==> config.mk <==
export PLATFORM = sky130hd
export DESIGN_NAME = uart_core
export DESIGN_NICKNAME = d
export VERILOG_FILES = /design/src/rtl/uart_core.sv
export SDC_FILE = /design/constraint.sdc
export NUM_CORES = 1
export LEC_CHECK = 0
export CAP_MARGIN = 5
export CORE_ASPECT_RATIO = 0.75
export CORE_MARGIN = 4
export CORE_UTILIZATION = 53
export CTS_BUF_LIST = sky130_fd_sc_hd__clkbuf_8
export DETAILED_ROUTE_END_ITERATION = 8
export PLACE_DENSITY = 0.76
export SYNTH_ARGS = -nofsm -noshare
export SYNTH_HDL_FRONTEND = slang
export SYNTH_SLANG_ARGS = --single-unit
==> constraint.sdc <==
create_clock -name clk -period 1.85 [get_ports clk]
set_clock_uncertainty 0.05 [all_clocks]
set_input_delay 0.185 -clock clk [delete_from_list [all_inputs] [get_ports clk]]
set_output_delay 0.185 -clock clk [all_outputs]
set_load 0.1 [all_outputs]
==> src/rtl/uart_core.sv <==
// Full-duplex 8N1 UART: one free-running 16x baud tick shared by a transmitter
// and a receiver that run independently of each other.
module uart_core #(
  parameter int unsigned CLK_FREQ  = 100_000_000,
  parameter int unsigned BAUD_RATE = 9600
) (
  input  logic       clk,
  input  logic       reset,
  input  logic       start,
  input  logic [7:0] tx_data,
  output logic       tx_busy,
  output logic       tx_done,
  output logic       tx,
  output logic [7:0] rx_data,
  output logic       rx_done,
  input  logic       rx
);

  localparam int unsigned DIV = CLK_FREQ / (BAUD_RATE * 16);
  localparam int unsigned CW  = (DIV > 1) ? $clog2(DIV) : 1;

  typedef enum logic [1:0] {S_IDLE, S_START, S_DATA, S_STOP} state_e;

  logic [CW-1:0] div_q, div_d;
  logic          tick;

  state_e      tx_state_q, tx_state_d;
  logic [3:0]  tx_tcnt_q, tx_tcnt_d;
  logic [2:0]  tx_bcnt_q, tx_bcnt_d;
  logic [7:0]  tx_sh_q, tx_sh_d;
  logic        tx_q, tx_d, tx_busy_q, tx_busy_d, tx_done_q, tx_done_d;
  logic        tx_bit_end;

  logic        rx_meta_q, rx_sync_q;
  state_e      rx_state_q, rx_state_d;
  logic [3:0]  rx_tcnt_q, rx_tcnt_d;
  logic [2:0]  rx_bcnt_q, rx_bcnt_d;
  logic [7:0]  rx_sh_q, rx_sh_d;
  logic [7:0]  rx_data_q, rx_data_d;
  logic        rx_done_q, rx_done_d;
  logic        rx_mid, rx_bit_end;

  // Oversampling tick: one cycle each time the divider wraps.
  always_comb begin
    tick  = (div_q == CW'(DIV - 1));
    div_d = tick ? '0 : div_q + CW'(1);
  end

  // State registers for both halves and the rx synchroniser.
  always_ff @(posedge clk or posedge reset) begin
    if (reset) begin
      div_q      <= '0;
      tx_state_q <= S_IDLE;
      tx_tcnt_q  <= '0;
      tx_bcnt_q  <= '0;
      tx_sh_q    <= '0;
      tx_q       <= 1'b1;
      tx_busy_q  <= 1'b0;
      tx_done_q  <= 1'b0;
      rx_meta_q  <= 1'b1;
      rx_sync_q  <= 1'b1;
      rx_state_q <= S_IDLE;
      rx_tcnt_q  <= '0;
      rx_bcnt_q  <= '0;
      rx_sh_q    <= '0;
      rx_data_q  <= '0;
      rx_done_q  <= 1'b0;
    end else begin
      div_q      <= div_d;
      tx_state_q <= tx_state_d;
      tx_tcnt_q  <= tx_tcnt_d;
      tx_bcnt_q  <= tx_bcnt_d;
      tx_sh_q    <= tx_sh_d;
      tx_q       <= tx_d;
      tx_busy_q  <= tx_busy_d;
      tx_done_q  <= tx_done_d;
      rx_meta_q  <= rx;
      rx_sync_q  <= rx_meta_q;
      rx_state_q <= rx_state_d;
      rx_tcnt_q  <= rx_tcnt_d;
      rx_bcnt_q  <= rx_bcnt_d;
      rx_sh_q    <= rx_sh_d;
      rx_data_q  <= rx_data_d;
      rx_done_q  <= rx_done_d;
    end
  end

  // TX next state; the 4-bit tick counter wraps to zero at each bit boundary.
  always_comb begin
    tx_state_d = tx_state_q;
    tx_tcnt_d  = tx_tcnt_q;
    tx_bcnt_d  = tx_bcnt_q;
    tx_sh_d    = tx_sh_q;
    tx_bit_end = tick && (tx_tcnt_q == 4'd15);
    if (tick && (tx_state_q != S_IDLE)) tx_tcnt_d = tx_tcnt_q + 4'd1;
    case (tx_state_q)
      S_IDLE: if (start) begin
        tx_sh_d    = tx_data;
        tx_tcnt_d  = '0;
        tx_bcnt_d  = '0;
        tx_state_d = S_START;
      end
      S_START: if (tx_bit_end) tx_state_d = S_DATA;
      S_DATA: if (tx_bit_end) begin
        if (tx_bcnt_q == 3'd7) begin
          tx_state_d = S_STOP;
        end else begin
          tx_sh_d   = {1'b0, tx_sh_q[7:1]};
          tx_bcnt_d = tx_bcnt_q + 3'd1;
        end
      end
      S_STOP: if (tx_bit_end) tx_state_d = S_IDLE;
      default: tx_state_d = S_IDLE;
    endcase
  end

  // TX outputs are computed from the next state so they register in step with it.
  always_comb begin
    tx_busy_d = (tx_state_d != S_IDLE);
    tx_done_d = (tx_state_q == S_STOP) && tx_bit_end;
    case (tx_state_d)
      S_START: tx_d = 1'b0;
      S_DATA:  tx_d = tx_sh_d[0];
      default: tx_d = 1'b1;
    endcase
  end

  // RX next state: qualify the start bit at its centre, then sample every 16 ticks.
  always_comb begin
    rx_state_d = rx_state_q;
    rx_tcnt_d  = rx_tcnt_q;
    rx_bcnt_d  = rx_bcnt_q;
    rx_sh_d    = rx_sh_q;
    rx_mid     = tick && (rx_tcnt_q == 4'd7);
    rx_bit_end = tick && (rx_tcnt_q == 4'd15);
    if (tick && (rx_state_q != S_IDLE)) rx_tcnt_d = rx_tcnt_q + 4'd1;
    case (rx_state_q)
      S_IDLE: if (!rx_sync_q) begin
        rx_tcnt_d  = '0;
        rx_state_d = S_START;
      end
      S_START: if (rx_mid) begin
        if (!rx_sync_q) begin
          rx_tcnt_d  = '0;
          rx_bcnt_d  = '0;
          rx_state_d = S_DATA;
        end else begin
          rx_state_d = S_IDLE;
        end
      end
      S_DATA: if (rx_bit_end) begin
        rx_sh_d = {rx_sync_q, rx_sh_q[7:1]};
        if (rx_bcnt_q == 3'd7) rx_state_d = S_STOP;
        else                   rx_bcnt_d  = rx_bcnt_q + 3'd1;
      end
      S_STOP: if (rx_bit_end) rx_state_d = S_IDLE;
      default: rx_state_d = S_IDLE;
    endcase
  end

  // A byte is delivered only when the stop bit samples high.
  always_comb begin
    rx_done_d = (rx_state_q == S_STOP) && rx_bit_end && rx_sync_q;
    rx_data_d = rx_done_d ? rx_sh_q : rx_data_q;
  end

  assign tx      = tx_q;
  assign tx_busy = tx_busy_q;
  assign tx_done = tx_done_q;
  assign rx_data = rx_data_q;
  assign rx_done = rx_done_q;

endmodule

==> out/results.txt, run 1 <==
Initial Util: 54.7%
total CTS buffers: 9
final std cells w/o fill: 359
Port Buf Inserts: 23
critical path type: flip-flop to flip-flop
syn_nets: 252
crit start category: flip-flop
Leak Pwr: 1.76 nW
Worst-path clk slew: 0.07 ns
worst vdd ir: 0.000741 V
WL per Instance: 15.3 um
final worst path period share: 105%
Syn. warnings: 0
Power per Cell Area: 718 nW/um^2
Post-synth EDFFs: 0
Detailed Routing Iterations Pass 1: 4
Power Total: 2.64 mW
most common cell after layout, fill and taps aside: dfrtp_1
Area contributors post-synth: dfrtp_1 52%, mux2_2 7.6%, ha_1 3.8%
Synth top area share: 51.6%
global-route wire length before repair: 8830 um
Root Buffer: clkbuf_8
post-route design area: 3680 sq um
area leader, netlist: dfrtp_1
max-slew violation count: 0
# fillers: 317
critical path peak fanout: 6
P&R area growth vs syn: 38.0%
Fin Setup TNS: -0.683 ns
async set or reset register ratio after synthesis: 100%
vias per cell: 5.42
Setup WS post-layout: -0.0887 ns
path type of the worst min-delay path: primary input to asynchronous set/reset pin
Die W: 89.9 um
Post-DP HPWL: 3520 um
run status: finished, violations left
Via Count: 1945
Core Rows: 22
H-tree Lvls: 3
Final Util: 75.5%
endpoint required time on the critical path: 2.06 ns
I/O pins: 24
fin crit period: 1.94 ns
gr usage total: 17.8%
CTS max path bufs: 2
fin nets: 314
DRC viols: 0
initial antenna violation count: 0
Main synth FF type: dfrtp_1
endpoints failing setup: 19
Remaining Overflow, GRT: 0
WP data arrival: 2.15 ns
commonest cells after routing, fill and taps aside: 54 x dfrtp_1, 36 x buf_4, 19 x nor2_1
register bit total from synthesis: 58
area of the core: 4870 sq um
Seq/Total Area, Yosys: 54.6%
Cell Area, Synth: 2670 sq um
Cell Area, Placed: 3180 sq um
Worst-Margin Slew: 0.566 ns
FMAX: 516 MHz
CP Capture Type: flip-flop
TritonCTS clock tree: yes
routed wire length: 5510 um
RSZ-0062 raised after global routing: yes
layout cells sized above 1: 41.5%
Placer Congestion: 0.799
DRT antenna net count: 0
slew margin rel.: 62.2%
Max Cap Viol: 0
Synth Instances: 232
die area: 6240 sq um
failing checks: setup timing
die height: 69.4 um
worst skew pair latency: 0.35 ns
Inst Count DP: 337
vias in the first global route: 1934
post-synth cell types: 41
clock tree sinks: 58
largest net degree at the start of global routing: 59
synthesized area per cell: 11.5 sq um
ant diodes: 0
Initial DRC Count: 67
Hold Vio Cnt, Final: 0
routing by layer:
layer,GRT usage [%],vias to the layer above,part of all wire (%)
met5,0,-,0
met4,5.26,0,0.96
met3,8.13,7,4.9
met2,25.8,34,48
met1,23.9,951,47
li1,-,953,-
path summary, 6_finish.rpt:
| path | start | end | slack (ns) | depth (start not counted) |
|---|---|---|---|---|
| min | reset | rx_state_q[0]$_DFFE_PP0P_ | 0.15 | 3 |
| max in group asynchronous | reset | rx_sync_q$_DFF_PP1_ | 1.28 | 3 |
| max reg2reg | div_q[0]$_DFF_PP0_ | tx_bcnt_q[2]$_DFFE_PP0P_ | -0.09 | 9 |
| min reg2reg | rx_meta_q$_DFF_PP1_ | rx_sync_q$_DFF_PP1_ | 0.31 | 0 |
| max | div_q[0]$_DFF_PP0_ | tx_bcnt_q[2]$_DFFE_PP0P_ | -0.09 | 9 |
| min in group clk | rx | rx_meta_q$_DFF_PP1_ | 0.21 | 1 |
logic make-up after synthesis:
family / synth area share [%]
AND/OR/NAND/NOR: 18.6
adder cells (fa/ha/maj): 3.76
AO/OA/AOI/OAI: 7.47
XOR/XNOR: 4.27
buffers and inverters: 2.54
flip-flops: 54.6
multiplexers: 8.73
registers in the layout, indices dropped and copies added (netlist names), named ones only:
name        flops
tx_sh_q         8
rx_sh_q         8
rx_state_q      1
rx_meta_q       1
tx_done         1
rx_done         1
rx_sync_q       1
tx              1
tx_busy         1
div_q          10
rx_tcnt_q       4
tx_state_q      2
rx_data         8
tx_bcnt_q       3
tx_tcnt_q       4
rx_bcnt_q       3
through the flow:
stage / hold slack, ns / setup WS [ns]
after floorplan: 0.139 / -0.0846
after global placement: 0.296 / -0.118
after detailed placement: 0.298 / -0.157
after CTS: 0.159 / -0.0648
after global routing: 0.194 / -0.266
final: 0.152 / -0.0887
critical path, stage by stage, from the launching register on:
cell,delay [ns]
dfrtp_1,0.38
inv_1,0.06
ha_2,0.19
nand4b_4,0.11
buf_8,0.16
nor4_4,0.26
buf_6,0.17
nor4bb_1,0.23
a21oi_1,0.08
o21ai_1,0.16
Yosys cell counts, drive strengths merged (6+ instances only):
| library cell | number |
|---|---|
| nand2 | 21 |
| a21oi | 8 |
| o21ai | 9 |
| ha | 8 |
| mux2 | 18 |
| nand3 | 7 |
| dfrtp | 55 |
| inv | 7 |
| nor4 | 8 |
| nor2 | 20 |
| xnor2 | 9 |
| a22oi | 6 |
report_power, final:
part / total (mW) / switching (mW) / internal, mW
clock: 1.27 / 0.513 / 0.754
combinational: 0.0799 / 0.0412 / 0.0387
sequential: 1.29 / 0.0108 / 1.28
total: 2.64 / 0.565 / 2.08
timing repair:
| item | CTS | global route |
|---|---|---|
| hold buffers | 0 | 0 |
| setup buffers | 4 | 2 |
| setup endpoints to repair | 41 | 44 |
| cloned | 1 | 0 |
| pin swaps | 5 | 19 |
| resized for setup | 18 | 40 |
final cells by class:
cell class | instances | area (sq um) | area share (%)
Timing Repair Buffer | 58 | 538 | 14.6
Sequential cell | 58 | 1460 | 39.6
Tap cell | 60 | 75.1 | 2.04
Clock inverter | 7 | 93.8 | 2.55
Inverter | 7 | 26.3 | 0.715
Clock buffer | 9 | 124 | 3.37
Multi-Input combinational cell | 160 | 1360 | 37.1
Power figures use the tool's default switching activity.
==> run 2: changes to the inputs <==
--- a/config.mk
+++ b/config.mk
@@ -10,6 +10,7 @@
 export CORE_MARGIN = 4
 export CORE_UTILIZATION = 53
 export CTS_BUF_LIST = sky130_fd_sc_hd__clkbuf_8
+export CTS_CLUSTER_SIZE = 40
 export DETAILED_ROUTE_END_ITERATION = 8
 export PLACE_DENSITY = 0.76
 export SYNTH_ARGS = -nofsm -noshare
==> results of run 2 <==
The final DEF is identical to that of run 1; final timing and power are the same.
==> RTL edit 1: new RTL, settings of run 2 <==
`CLK_FREQ`: 100_000_000 -> 25_000_000.
--- a/src/rtl/uart_core.sv
+++ b/src/rtl/uart_core.sv
@@ -3,3 +3,3 @@
 module uart_core #(
-  parameter int unsigned CLK_FREQ  = 100_000_000,
+  parameter int unsigned CLK_FREQ  = 25_000_000,
   parameter int unsigned BAUD_RATE = 9600
Function: same outputs for any inputs over 10 cycles, from zero or initial values and one cycle with reset high; that may be too few to reach the edited logic, so the function may still have changed.
==> RTL edit 1 against run 2 <==
  * The flow still finishes with violations (setup timing)
  * Power fell by 20%
  * Core utilization grew 2.7 points
  * Critical endpoint is now rx_sh_q[7]
  * Count of clock-buffer cells in the layout decreased by 4
  * Sequential share of layout area increased by 0.19 points
  * Cell area shrank 4.0%
  * Worst setup slack lost 0.35 ns
  * Synthesized area fell by 5.5%
  * Routed wire length shrank 4.2%
  * First-iteration DRC count rose by 73%
  * Fmax is 15% lower
  * Sequential cell count decreased by 2
  * Die area decreased by 4.9%
==> RTL edit 1: results (changes against run 2) <==
power_and_ir_drop:
  p_switching_uw: 429  # -24%
  ir_drop_mv: 0.719  # -3.0%
yosys:
  synth-compound-area-share_pct: 7.10  # -0.36 points
  synth_top_area_share_pct: 52.7  # +1.0 points
  synth.area.top_cells: "dfrtp_1 (53%), mux2_2 (8.5%), ha_1 (4.0%)"
  synth_fp_nets: 236  # -6.3%
  yosysSeqAreaShare_pct: 55.8  # +1.2 points
run_status:
  violations: "setup timing"
  status: "complete, but fails checks"
cells_and_area:
  n_all_buffers: 67  # +16%
  fillers: 272  # -14%
  clock_buffers: 5  # -4
cts:
  path_clk_slew_ns: 0.10  # +0.03 ns
  postCtsSetupBuffers: 7  # +3
  cts_resized: 31  # +13
grt:
  grtUsageTotal_pct: 18.6  # +0.86 points
  grt_pass1_vias: 1780  # -8.0%
  grt_pass1_wl_mm: 8.57  # -3.0%
timing:
  worst_slack_ns: -0.434  # -0.345 ns
  hold_ws_ns: 0.194  # +0.0425 ns
  setup_viol: 45  # +26
route:
  vias: 1850  # -4.9%
critical_path:
  r2r_slack_ns: -0.43  # -0.35 ns
  r2r-start: "div_q[1]"
  reg2regPathDepth: 7  # -2
  cp_slowest_cell: "or4_4"
  crit_path_max_incr_delay_ns: 0.48  # +0.10 ns
placed_design:
  post-place-ws_ns: -0.392  # -0.235 ns
  gp_routability_congestion: 0.819  # +2.4%
## RTL edit 1: worst max path at each step
stage | start | endpoint | slack [ns] | cells after the start
floorplan | div_q[1] | rx_data[0] | -0.63 | 8
global placement | div_q[1] | tx | -0.33 | 8
detailed placement | div_q[1] | tx | -0.39 | 8
CTS | div_q[1] | rx_sh_q[6] | -0.40 | 7
global route | div_q[1] | rx_sh_q[7] | -0.48 | 7
finish | div_q[1] | rx_sh_q[7] | -0.43 | 7
## RTL edit 1: per-layer routing
layer,vias up,share of wire (%),track usage [%]
li1,893,-,-
met1,921,47,26.8
met2,30,48,29.2
met3,6,4.1,3.78
met4,0,0.78,4.21
met5,-,0,0
## RTL edit 1: through the flow
| stage | utilization (%) | cells |
|---|---|---|
| after CTS | 76.1 | 338 |
| after global placement | 69.3 | 323 |
| after global routing | 78.1 | 341 |
| after detailed placement | 69.3 | 323 |
| final | 78.1 | 341 |
| after floorplan | - | 216 |
==> RTL edit 2: new RTL, config.mk and constraints of run 2 <==
Made on the original files. The 4 states of `state_e` get a one-hot encoding in 4 bits.
--- a/src/rtl/uart_core.sv
+++ b/src/rtl/uart_core.sv
@@ -21,3 +21,3 @@
 
-  typedef enum logic [1:0] {S_IDLE, S_START, S_DATA, S_STOP} state_e;
+  typedef enum logic [3:0] {S_IDLE = 4'b0001, S_START = 4'b0010, S_DATA = 4'b0100, S_STOP = 4'b1000} state_e;
 
Behaviour: no difference found for any inputs over 10 cycles, from zero or initial values and one cycle with reset high; not proved beyond that.
==> RTL edit 2 against run 2 <==
  * The flow still finishes with violations (setup timing)
  * Worst setup slack lost 0.034 ns
  * Routed wire length rose by 17%
  * Cell area increased by 11%
  * Global-route usage increased by 2.5 points
  * Synthesized area increased by 11%
  * Cell count grew 9.7%
  * First-iteration DRC count rose to 2.7 times the old value
  * Sequential cell count increased by 4
  * Largest cell class is now multi-input combinational cells
Power is not compared: it rests on default switching activity, and its combinational part moved more than twofold at a synthesized area within 25%.
==> RTL edit 2: results (changes against run 2) <==
run_status:
  status: "complete, but fails checks"
  violations: "setup timing"
yosys:
  yosysSeqAreaShare_pct: 52.6  # -2.0 points
  synth.distinct_cells: 61  # +49%
  synth_common_cells: "dfrtp_1 (57), mux2_2 (19), and3_1 (11)"
  synthMuxAreaShare_pct: 7.57  # -1.2 points
  synth_fp_nets: 260  # +3.2%
  synth.area.top_cells: "dfrtp_1 (48%), mux2_2 (7.2%), dfstp_2 (4.4%)"
  synth_xor_area_share_pct: 2.96  # -1.3 points
  synth-compound-area-share_pct: 11.7  # +4.2 points
  syn-instance-count: 240  # +3.4%
grt:
  grtUsageMet3_pct: 7.11  # -1.0 points
  grt_max_degree: 63  # +6.8%
  grtUsageTotal_pct: 20.2  # +2.5 points
  grt_use_met1_pct: 27.3  # +3.4 points
  grt_pass1_wl_mm: 10.7  # +21%
  grt_pass1_vias: 2224  # +15%
  met2_usage_pct: 31.1  # +5.2 points
timing:
  setup_viol: 19  # unchanged
  setup_tns_ns: -0.944  # -0.262 ns
  tightest_slew_ns: 0.606  # +0.0398 ns
  worst_slack_ns: -0.122  # -0.0338 ns
route:
  routed-wl-met2_mm: 3.08  # +17%
  wirelength_mm: 6.42  # +17%
  drt_iter0_drc: 181  # +170%
  vias_per_cell: 5.79  # +6.8%
  wl_met3_um: 297  # +10%
  wl_met1_mm: 2.99  # +16%
cells_and_area:
  finalNetCount: 334  # +6.4%
  layout-drive-gt1-share_pct: 42.3  # +0.85 points
cts:
  numCtsBuffers: 9  # unchanged
  root_buffer: "clkbuf_8"
placed_design:
  dpl_cell_area_um2: 3620  # +14%
  placed_cells: 371  # +10%
  gp_routability_congestion: 0.839  # +4.9%
  post-place-ws_ns: -0.149  # +0.00840 ns
  dp_hpwl_mm: 4.13  # +17%
critical_path:
  arrival_ns: 2.19  # +0.04 ns
  r2r_end: "tx"
  cp_max_fo: 4  # -2
  reg2regPathDepth: 7  # -2
  r2r-start: "tx_bcnt_q[1]"
power_and_ir_drop:
  ir_drop_mv: 0.615
## RTL edit 2: cell count changes after synthesis, moves of 4 or more
| cell | change |
|---|---|
| o31ai_1 | +5 |
| a221o_1 | +6 |
| o21ai_0 | -5 |
| nor2_1 | -11 |
| and3_1 | +8 |
| nand2_1 | -12 |
| xnor2_1 | -4 |
## RTL edit 2: kinds of logic (layout without fill, tap and decap cells)
kind of cell	count (synthesis)	count (layout)
adder cells (fa/ha/maj)	8	8
buffers and inverters	10	88
XOR/XNOR	10	10
flip-flops	62	62
multiplexers	20	20
AND/OR/NAND/NOR	85	85
AO/OA/AOI/OAI	45	46
## RTL edit 2: worst min path at each step
stage / startpoint / to / slack, ns / depth (start not counted)
finish: reset / rx_data[3] / 0.16 / 3
global route: reset / rx_data[3] / 0.18 / 3
CTS: reset / rx_sh_q[4] / 0.17 / 3
detailed placement: rx_meta_q / rx_sync_q / 0.30 / 0
global placement: rx_meta_q / rx_sync_q / 0.30 / 0
floorplan: rx / rx_meta_q / 0.14 / 0
## RTL edit 2: what timing repair did
item | CTS | global route
buffers inserted | 4 | 3
resized for setup | 19 | 18
pin swaps | 21 | 9
gates cloned | 1 | 0
endpoints found under the setup margin | 32 | 43
## RTL edit 2: layout make-up
cell class	instances	area, µm²
timing repair buffer	67	587
inverter	5	18.8
multi-input combinational	169	1590
fill	341	1310
clock buffer	9	124
clock inverter	7	103
tap	75	93.8
sequential	62	1560
## RTL edit 2: report_power, final
group          internal, mW  switching (mW)
Clock                 0.774           0.590
Combinational         0.210           0.180
Sequential             1.39          0.0479
## RTL edit 2: critical path, cell delays in order (launching register included)
cell	delay, ns
dfrtp_1	0.39
ha_2	0.21
ha_4	0.16
nand4b_1	0.24
nor4_4	0.19
buf_6	0.17
mux2_4	0.31
a31oi_1	0.18
